==> config.mk <==
export PLATFORM = sky130hd
export DESIGN_NAME = vx_scope_host
export DESIGN_NICKNAME = d
export VERILOG_FILES = /design/src/rtl/vx_scope_host.sv
export SDC_FILE = /design/constraint.sdc
export NUM_CORES = 1
export LEC_CHECK = 0
export ABC_CLOCK_PERIOD_IN_PS = 4100
export CORE_MARGIN = 2
export CORE_UTILIZATION = 38
export CTS_CLUSTER_DIAMETER = 200
export DETAILED_ROUTE_END_ITERATION = 16
export GPL_ROUTABILITY_DRIVEN = 0
export HOLD_SLACK_MARGIN = 0.15
export PLACE_DENSITY = 0.65
export SKIP_CTS_REPAIR_TIMING = 1
export SYNTH_ARGS = -nofsm -noshare
export SYNTH_HDL_FRONTEND = slang
export SYNTH_SLANG_ARGS = --single-unit
==> constraint.sdc <==
create_clock -name clk -period 4.1 [get_ports clk]
set_clock_uncertainty 0.2 [all_clocks]
set_input_delay 0.615 -clock clk [delete_from_list [all_inputs] [get_ports clk]]
set_output_delay 0.615 -clock clk [all_outputs]
set_load 0.01 [all_outputs]
==> src/rtl/vx_scope_host.sv <==
// Host side of the scope debug bus: serialises 64-bit commands onto bus_out
// and deserialises the taps' 64-bit reply from bus_in, with a response timeout.
module vx_scope_host #(
  parameter int SCOPE_IDW = 8,
  parameter int TIMEOUT   = 256
) (
  input  logic                  clk,
  input  logic                  reset,
  input  logic                  req_valid,
  output logic                  req_ready,
  input  logic [2:0]            req_type,
  input  logic [SCOPE_IDW-1:0]  req_scope_id,
  input  logic [60-SCOPE_IDW:0] req_data,
  output logic                  rsp_valid,
  input  logic                  rsp_ready,
  output logic [63:0]           rsp_data,
  output logic                  rsp_timeout,
  output logic                  bus_out,
  input  logic                  bus_in
);

  localparam int WCW = $clog2(TIMEOUT + 1);

  typedef enum logic [2:0] {
    IDLE,
    TX,
    GUARD,
    WAIT,
    RX,
    RSP
  } state_e;

  state_e          state_q, state_d;
  logic [63:0]     cmd_q, cmd_d;
  logic [5:0]      bit_cnt_q, bit_cnt_d;
  logic [WCW-1:0]  wait_cnt_q, wait_cnt_d;
  logic            bus_out_q, bus_out_d;
  logic [63:0]     rsp_data_q, rsp_data_d;
  logic            rsp_timeout_q, rsp_timeout_d;

  always_ff @(posedge clk) begin
    if (reset) begin
      state_q       <= IDLE;
      cmd_q         <= '0;
      bit_cnt_q     <= '0;
      wait_cnt_q    <= '0;
      bus_out_q     <= 1'b0;
      rsp_data_q    <= '0;
      rsp_timeout_q <= 1'b0;
    end else begin
      state_q       <= state_d;
      cmd_q         <= cmd_d;
      bit_cnt_q     <= bit_cnt_d;
      wait_cnt_q    <= wait_cnt_d;
      bus_out_q     <= bus_out_d;
      rsp_data_q    <= rsp_data_d;
      rsp_timeout_q <= rsp_timeout_d;
    end
  end

  always_comb begin
    state_d       = state_q;
    cmd_d         = cmd_q;
    bit_cnt_d     = bit_cnt_q;
    wait_cnt_d    = wait_cnt_q;
    bus_out_d     = bus_out_q;
    rsp_data_d    = rsp_data_q;
    rsp_timeout_d = rsp_timeout_q;
    req_ready     = 1'b0;
    rsp_valid     = 1'b0;

    case (state_q)
      IDLE: begin
        req_ready = 1'b1;
        bus_out_d = 1'b0;
        if (req_valid) begin
          cmd_d     = {req_data, req_scope_id, req_type};
          bus_out_d = 1'b1;
          bit_cnt_d = 6'd63;
          state_d   = TX;
        end
      end

      TX: begin
        bus_out_d = cmd_q[bit_cnt_q];
        if (bit_cnt_q == 6'd0) begin
          bit_cnt_d = 6'd2;
          state_d   = GUARD;
        end else begin
          bit_cnt_d = bit_cnt_q - 6'd1;
        end
      end

      // First GUARD cycle still shows bit 0 on the registered line; the
      // following two cycles hold the line low before anything new can start.
      GUARD: begin
        bus_out_d = 1'b0;
        if (bit_cnt_q == 6'd0) begin
          if (cmd_q[2] == 1'b0) begin
            wait_cnt_d = '0;
            state_d    = WAIT;
          end else begin
            state_d = IDLE;
          end
        end else begin
          bit_cnt_d = bit_cnt_q - 6'd1;
        end
      end

      WAIT: begin
        if (bus_in) begin
          bit_cnt_d = 6'd63;
          state_d   = RX;
        end else if (wait_cnt_q == WCW'(TIMEOUT - 1)) begin
          rsp_timeout_d = 1'b1;
          rsp_data_d    = '0;
          state_d       = RSP;
        end else begin
          wait_cnt_d = wait_cnt_q + WCW'(1);
        end
      end

      RX: begin
        rsp_data_d = {rsp_data_q[62:0], bus_in};
        if (bit_cnt_q == 6'd0) begin
          state_d = RSP;
        end else begin
          bit_cnt_d = bit_cnt_q - 6'd1;
        end
      end

      RSP: begin
        rsp_valid = 1'b1;
        if (rsp_ready) begin
          rsp_timeout_d = 1'b0;
          state_d       = IDLE;
        end
      end

      default: state_d = IDLE;
    endcase
  end

  assign bus_out     = bus_out_q;
  assign rsp_data    = rsp_data_q;
  assign rsp_timeout = rsp_timeout_q;

endmodule

==> metrics <==
sequential element share of the synthesized area 0.4929; most frequent cell after synthesis nand2_1; num rows 45; die height 129.8 um; worst setup margin 1257 ps; antenna violations before repair 0; family with the most delay on the worst path buffers and inverters; EDFF count, synth 0; post-synth top area share 0.4929; DRC errors left 0; Setup Viol. Count Final 0; vias per cell 5.104; GRT Total Usage 0.1854; worst r2r path cells 9; first-pass GRT wire length 24720 um; # placed instances 989; commonest cells in the netlist nand2_1 (150), dfxtp_1 (148), nor2_1 (90), a21oi_1 (75), a22oi_1 (64); Area growth, synth to finish 33.33%; RSZ-0062 raised after global routing false; Fin. Hold Viols 0; WP data arrival 2030 ps; top cell type by total area after synthesis dfxtp_1; worst r2r dst bit_cnt_q[4]; pwr dens 504.8 nW/um^2; worst skew pair latency 420 ps; non-filler cells, final 1020; HP Start cmd_q[40]; status complete, no violations; CP Buf/Inv Count 1; multi-input logic area 2814 um^2; Final Max Tran Viols 0; Compound-Gate Fraction of Synth Area 0.1848; Pre-antenna DRT Iters 4; CP Cell Sequence nor3_1 > clkdlybuf4s50_1; die width 129.8 um; Synth async-reset ratio 0; Post-Synthesis Cells 689; Post-Synth XOR/XNOR Area 0.01457; antenna fix cells 0; syn_nets 762; Critical Path End Type output pin; Hold Slack 251.6 ps; layout cells sized above 1 0.07664; overall power 4.045 mW; worst r2r src bit_cnt_q[1]; aggregate routed wire length 15110 um; worst slack at placement 1319 ps; Synth Register Bits 148; Max-Slew Margin vs Limit 0.4572; Simple-Gate Fraction of Synth Area 0.1890; pin count of the biggest net entering global routing 73; FMAX 351.8 MHz; Post-DP Area 7478 um^2; final worst-path cycle share 0.6933; mux share of post-synthesis cell area 0.06828; I/O pin total 137; Setup CP Type register to output pin; LEAKAGE 2.852 nW; CP Data Required Time 3280 ps; Period minus WS final 2843 ps; Max FO, Critical Path 20; Max IR drop VDD 329.1 uV; clk buf depth 2; Least-Margin Pin Slew 813.1 ps; vias in the first global route 5001; CP Launch Type register; die area 16840 um^2; Hold Crit Depth 2; CP max-delay cell clkdlybuf4s50_1; Adder-Cell Fraction of Synth Area 0.008326; class of the worst hold path register to register; crit-path max cell delay 630 ps; Initial Utilization 0.3925; r2r setup slk 1330 ps; dpl hpwl 10180 um; DR vias 5206; dominant synthesized flop cell dfxtp_1; largest family of logic cells by synthesized area simple AND/OR/NAND/NOR gates; root buffer cell clkbuf_16; IO buf count 136; sequential cell area 2963 um^2; fillcell total 1430; Avg Cell Area, Syn 8.724 um^2; Yosys warnings 0; CTS H-tree depth 4; DRT iter0 DRCs 379; post-synth cell types 49; mapped cell area 6011 um^2; synth top area cells dfxtp_1 (49%), nand2_1 (9.4%), a22oi_1 (8.0%); post-route cell area 8014 um^2; fin nets 870; CTS Buf Count 17; CTS tree built; Fin Setup TNS 0 ps; Max-Cap Viols 0; clk slew on worst S/H paths 60 ps; post-route ant nets 0; fin util 0.5233; core box area 15310 um^2; CTS Sinks 148; Hold Path End cmd_q[40]; grt ovf 0; routed wire length per instance 14.82 um
-- worst register-to-register path, delay by kind of cell, from the launching register on --
kind / cells / cell delay, ps
flops: 1 / 310
fa+ha+maj: 1 / 250
buf+inv: 2 / 510
simple gates: 2 / 220
compound gates: 4 / 1140
-- placed cells by master (no fill, tap or decap), types with 4 or more instances in the layout --
| cell type | count |
|---|---|
| a21oi_1 | 75 |
| a22oi_1 | 64 |
| a311oi_1 | 4 |
| a31oi_1 | 4 |
| and3_1 | 5 |
| buf_4 | 8 |
| clkbuf_1 | 4 |
| clkbuf_16 | 17 |
| clkdlybuf4s50_1 | 135 |
| clkinv_2 | 4 |
| dfxtp_1 | 148 |
| ha_1 | 4 |
| inv_1 | 6 |
| mux4_2 | 15 |
| nand2_1 | 149 |
| nand2b_1 | 6 |
| nand4_1 | 5 |
| nor2_1 | 88 |
| nor3_1 | 4 |
| o21ai_0 | 6 |
| xor2_1 | 7 |
-- kinds of logic after synthesis --
kind of cell    Yosys count
simple gates            275
flops                   148
compound gates          172
mux                      19
xor+xnor                 10
fa+ha+maj                 4
buf+inv                  61
-- area by class of cell --
cell class,count,share of cell area
Multi-Input combinational cell,480,0.3511
Tap cell,211,0.03294
Inverter,7,0.003279
Clock inverter,9,0.01015
Timing Repair Buffer,143,0.1761
Clock buffer,22,0.05667
Sequential cell,148,0.3697
-- how the worst max path moves through the flow --
stage,start,to,slack [ps],cells after the start
detailed placement,bus_in,wait_cnt_q[7],1320,7
global placement,req_valid,cmd_q[39],1370,5
floorplan,bit_cnt_q[0],bit_cnt_q[5],1600,10
CTS,state_q[1],rsp_valid,1260,3
finish,state_q[0],req_ready,1260,2
global route,wait_cnt_q[0],wait_cnt_q[8],1090,10
-- where the power goes --
part / total, mW / switching [mW] / leakage, nW / internal, mW
clock network: 1.42 / 0.574 / 0.256 / 0.843
logic: 0.915 / 0.507 / 1.39 / 0.408
registers: 1.71 / 0.145 / 1.20 / 1.57
total: 4.05 / 1.23 / 2.85 / 2.82
-- sequential cells by signal (all words and copies together) (netlist names) --
signal,count
state_q,3
cmd_q,64
rsp_timeout,1
wait_cnt_q,9
bus_out,1
bit_cnt_q,6
rsp_data,64
-- routing by layer --
layer,track usage,share of wire
met5,0,0
met1,0.2406,0.45
met4,0.07527,0.016
met2,0.3046,0.50
met3,0.03690,0.039
No activity file was read; power rests on OpenSTA's default activity.
